--- config.mk ---
export PLATFORM = sky130hd
export DESIGN_NAME = video_timing_gen
export DESIGN_NICKNAME = d
export VERILOG_FILES = /design/src/rtl/video_timing_gen.sv
export SDC_FILE = /design/constraint.sdc
export NUM_CORES = 1
export LEC_CHECK = 0
export ABC_AREA = 1
export CORE_MARGIN = 5
export CORE_UTILIZATION = 50
export CTS_CLUSTER_SIZE = 16
export DETAILED_ROUTE_END_ITERATION = 8
export PLACE_DENSITY = 0.73
export SLEW_MARGIN = 20
export SYNTH_ARGS = -nofsm -noshare
export SYNTH_HDL_FRONTEND = slang
export SYNTH_SLANG_ARGS = --single-unit
--- constraint.sdc ---
create_clock -name clk -period 3.15 [get_ports clk]
set_clock_uncertainty 0.2 [all_clocks]
set_input_delay 0.63 -clock clk [delete_from_list [all_inputs] [get_ports clk]]
set_output_delay 0.63 -clock clk [all_outputs]
set_load 0.1 [all_outputs]
--- src/rtl/video_timing_gen.sv ---
// Programmable raster timing generator: hs/vs/de plus active-pixel coordinates,
// with a vreset input that snaps the raster to the first active pixel of a frame.
`timescale 1ns/1ps
module video_timing_gen #(
    parameter int unsigned H_ACTIVE = 640,
    parameter int unsigned H_FP     = 16,
    parameter int unsigned H_SYNC   = 96,
    parameter int unsigned H_BP     = 48,
    parameter int unsigned V_ACTIVE = 480,
    parameter int unsigned V_FP     = 10,
    parameter int unsigned V_SYNC   = 2,
    parameter int unsigned V_BP     = 33,
    parameter int unsigned HS_NEG   = 1,
    parameter int unsigned VS_NEG   = 1
) (
    input  logic        clk,
    input  logic        reset_n,
    input  logic        ce,
    input  logic        vreset,
    output logic        hs,
    output logic        vs,
    output logic        de,
    output logic [11:0] x,
    output logic [10:0] y,
    output logic        sof
);

    localparam int unsigned H_W     = 12;
    localparam int unsigned V_W     = 11;
    localparam int unsigned H_TOTAL = H_ACTIVE + H_FP + H_SYNC + H_BP;
    localparam int unsigned V_TOTAL = V_ACTIVE + V_FP + V_SYNC + V_BP;
    localparam int unsigned H_START = H_SYNC + H_BP;
    localparam int unsigned V_START = V_SYNC + V_BP;
    localparam int unsigned H_END   = H_START + H_ACTIVE;
    localparam int unsigned V_END   = V_START + V_ACTIVE;
    localparam logic        HS_INACT = 1'(HS_NEG);
    localparam logic        VS_INACT = 1'(VS_NEG);

    logic [H_W-1:0] hcnt;
    logic [V_W-1:0] vcnt;
    logic [H_W-1:0] hcnt_nxt_c;
    logic [V_W-1:0] vcnt_nxt_c;
    logic           pending;

    logic           hs_act_c;
    logic           vs_act_c;
    logic           h_in_c;
    logic           v_in_c;
    logic           de_c;
    logic [H_W-1:0] x_c;
    logic [V_W-1:0] y_c;
    logic           sof_c;

    // Next raster position: resync load takes priority over the natural advance
    always_comb begin
        hcnt_nxt_c = hcnt;
        vcnt_nxt_c = vcnt;
        if (pending || vreset) begin
            hcnt_nxt_c = H_W'(H_START);
            vcnt_nxt_c = V_W'(V_START);
        end else if (hcnt == H_W'(H_TOTAL - 1)) begin
            hcnt_nxt_c = '0;
            vcnt_nxt_c = (vcnt == V_W'(V_TOTAL - 1)) ? '0 : vcnt + V_W'(1);
        end else begin
            hcnt_nxt_c = hcnt + H_W'(1);
        end
    end

    // Decode the current (pre-update) counters into output values
    always_comb begin
        hs_act_c = (hcnt < H_W'(H_SYNC));
        vs_act_c = (vcnt < V_W'(V_SYNC));
        h_in_c   = ({1'b0, hcnt} >= (H_W+1)'(H_START)) && ({1'b0, hcnt} < (H_W+1)'(H_END));
        v_in_c   = ({1'b0, vcnt} >= (V_W+1)'(V_START)) && ({1'b0, vcnt} < (V_W+1)'(V_END));
        de_c     = h_in_c && v_in_c;
        x_c      = de_c ? (hcnt - H_W'(H_START)) : '0;
        y_c      = de_c ? (vcnt - V_W'(V_START)) : '0;
        sof_c    = de_c && (x_c == '0) && (y_c == '0);
    end

    // Raster counters and resync request; pending is the only state that moves without ce
    always_ff @(posedge clk or negedge reset_n) begin
        if (!reset_n) begin
            hcnt    <= '0;
            vcnt    <= '0;
            pending <= 1'b0;
        end else if (ce) begin
            hcnt    <= hcnt_nxt_c;
            vcnt    <= vcnt_nxt_c;
            pending <= 1'b0;
        end else if (vreset) begin
            pending <= 1'b1;
        end
    end

    // Output registers, one ce edge behind the counters
    always_ff @(posedge clk or negedge reset_n) begin
        if (!reset_n) begin
            hs  <= HS_INACT;
            vs  <= VS_INACT;
            de  <= 1'b0;
            x   <= '0;
            y   <= '0;
            sof <= 1'b0;
        end else if (ce) begin
            hs  <= hs_act_c ^ HS_INACT;
            vs  <= vs_act_c ^ VS_INACT;
            de  <= de_c;
            x   <= x_c;
            y   <= y_c;
            sof <= sof_c;
        end
    end

endmodule

==> results.md <==
- Sequential Power Share: 36.7%
- CP Max Fanout: 11
- Final Total Pwr: 2.13 mW
- Slew margin rel.: between 50% and 60%
- DR WL/cell: 14.1 um
- Filler cells: a little under 600
- Worst path required time: between 3 and 4 ns
- Clock power share: a little under a fifth
- DRT Wirelength: approximately 6.9 mm
- Cts hold-fix bufs: 0
- Tightest Hold Check Type: primary input to asynchronous set/reset pin
- Largest net degree at the start of global routing: 52
- Initial antenna violation count: 0
- Die area: 0.00785 mm^2
- Maximum clock path buffer count: 2
- Maximum VDD drop: between 0.0006 and 0.0007 V
- Layout cells sized above 1: between 10% and 20%
- CP Capture Type: register
- Worst-path clk slew: 0.10 ns
- Max Cap Viol: 0
- Gate Count Post-Synth: between 300 and 400
- Yosys reg bits: 51
- Synth unique cells: 41
- Initial cell density of the core: 51.8%
- Final core occ: 57.2%
- Static leakage: 1.73 nW
- Placed Area: between 0.003 and 0.004 mm^2
- Critical path type: register to register
- Sink Count: 51
- Post-synth top area share: ~40%
- GRT Total Usage: a little under a fifth
- Crit path time final: roughly 2.6 ns
- Number of cells upsized or downsized after cts: 0
- Asr flop ratio synth: 100%
- DR pass1 iterations: 5
- Dpl hpwl: 5.23 mm
- Core area: 0.00596 mm^2
- Die Height: about 89 um
- Syn_nets: between 400 and 500
- Post-synth EDFFs: 0
- Die span in x: around 89 um
- Root Buffer Master: clkbuf_8
- RSZ-0062 raised after global routing: false
- Met1 Wirelength: ~3.3 mm
- # diodes: 0
- CTS tree: done
- Clk Latency, worst-skew pair: roughly 0.32 ns
- Top_reg_cell synth: dfrtp_1
- Vias per cell: ~5.3
- Average size of a mapped cell: 7.88 um^2
- Switching Share: slightly below 50%
- Most numerous cell in the Yosys netlist: nand2_1
- Worst slew pin tran: around 0.63 ns
- Inserted Clock Buffers: 5
- DR vias: 2,631
- CP Launch Type: register
- Number of post-CTS setup repair buffers: 0
- DR WL met3: ~470 um
- Finished Layout Cells: slightly below 500
- Outcome: complete, no violations
- Placed Cells: ~480
- I/O pin cnt: 31
- Overflow after GRT: 0
- Post-synth top cells: nand2_1, dfrtp_1, nor2_1, inv_1, nand3_1
- Ys Warns: 0
- Top cells by area, synth: dfrtp_1, nand2_1, nor2_1
- First-pass GRT wire length: about 12 mm
- H-tree depth: 2
- Period Utilization, post-route: between 80% and 90%
- Metal2 WL: between 3 and 4 mm
- Area grow syn2layout: 10.3%
- Seq/Total Area, Yosys: between 40% and 50%
- Synthesized area: approximately 0.0031 mm^2
- Finished Cell Area: about 0.0034 mm^2
- Max Clock Freq: 0.389 GHz
- Gpl congestion: about 0.90
- Pwr dens: about 620 mW/mm^2
- Setup TNS: 0 ns
- Final setup fails: 0
- Combinational group share of total power: between 40 and 50%
- Fin. max-slew vios: 0
- CP Data Arrival Time: roughly 2.6 ns
- Initial detailed-routing violation count: 150
- Site row count: 28
- Reg2reg path depth: 15
- Final Hold Viols: 0
- Number of global-route vias before repair: between 2,000 and 2,500
- Top sig layer: met4
- Residual DRC: 0
- NumNets Final: ~430
- Area leader, netlist: dfrtp_1
- PortBufs: 30
- Power Internal: about 1.1 mW
- ANT nets after route: 0
- Psw: 1.03 mW
## metal layers
layer	vias to the layer above	track usage, %
li1	1314	-
met1	1219	28.3
met2	89	29.0
met3	9	3.17
met4	0	5.08
met5	-	0
## cell usage in the layout (no fill, tap or decap), drive strengths merged, types with 9 or more instances in the layout
master,netlist,layout
a21oi,9,9
o21ai,25,25
xor2,15,15
nor2,48,48
dfrtp,49,49
nor3,12,12
nand3,29,29
buf,13,32
nand2,103,103
inv,42,43
## cells by family after synthesis
group | after synthesis | share of synthesized area, %
xor+xnor | 15 | 4.25
flops | 51 | 41.4
compound gates | 55 | 10.9
fa+ha+maj | 7 | 2.84
buf+inv | 60 | 9.36
simple gates | 203 | 30.9
mux | 1 | 0.324
## sequential cells by signal, summed over array words and instances (netlist names)
register and cells:
de 1, hcnt 12, hs 1, pending 1
sof 1, vcnt 11, vs 1, x 12
y 11
## path summary, 6_finish.rpt
path,startpoint,end,slack (ns)
worst max-delay path,hcnt[4],sof,0.58
worst max register to register,hcnt[4],sof,0.58
min in group clk,x[2],x[2],0.29
worst min register to register,x[2],x[2],0.29
worst min-delay path,reset_n,x[2],0.21
max in group asynchronous,reset_n,y[4],2.12
## per-stage QoR
step / hold slack [ns] / setup WS [ns]
global placement: 0.267 / 0.623
global route: 0.282 / 0.351
CTS: 0.237 / 0.576
detailed placement: 0.267 / 0.565
floorplan: 0.134 / 1.16
finish: 0.206 / 0.578
## layout make-up
class	instances	area [um^2]	area share, %
inverters	43	161	4.74
multi-input cells	281	1520	44.7
flip-flops and latches	51	1280	37.6
well taps	75	93.8	2.76
clock inverters	3	23.8	0.698
repair buffers	34	258	7.57
clock buffers	5	68.8	2.02
## critical path, stage by stage (launching register included)
cell,delay [ns]
dfrtp_1,0.45
inv_1,0.14
ha_1,0.27
nand2_2,0.08
nand2_2,0.05
and2_4,0.16
nand2_2,0.07
nand3_2,0.08
nor2_2,0.35
buf_4,0.25
nand3_1,0.08
inv_1,0.06
nand2_1,0.05
nor2_1,0.09
nand3_1,0.07
nand2_1,0.06
## power groups by stage
stage | Combinational, mW | Clock, mW | Sequential (mW)
2_1_floorplan | 0.314 | 0 | 1.24
4_1_cts | 0.958 | 0.405 | 0.781
3_3_place_gp | 0.948 | 0 | 0.791
3_5_place_dp | 0.956 | 0 | 0.794
5_1_grt | 1.01 | 0.442 | 0.792
6_report | 0.949 | 0.397 | 0.781
Power figures use the tool's default switching activity.
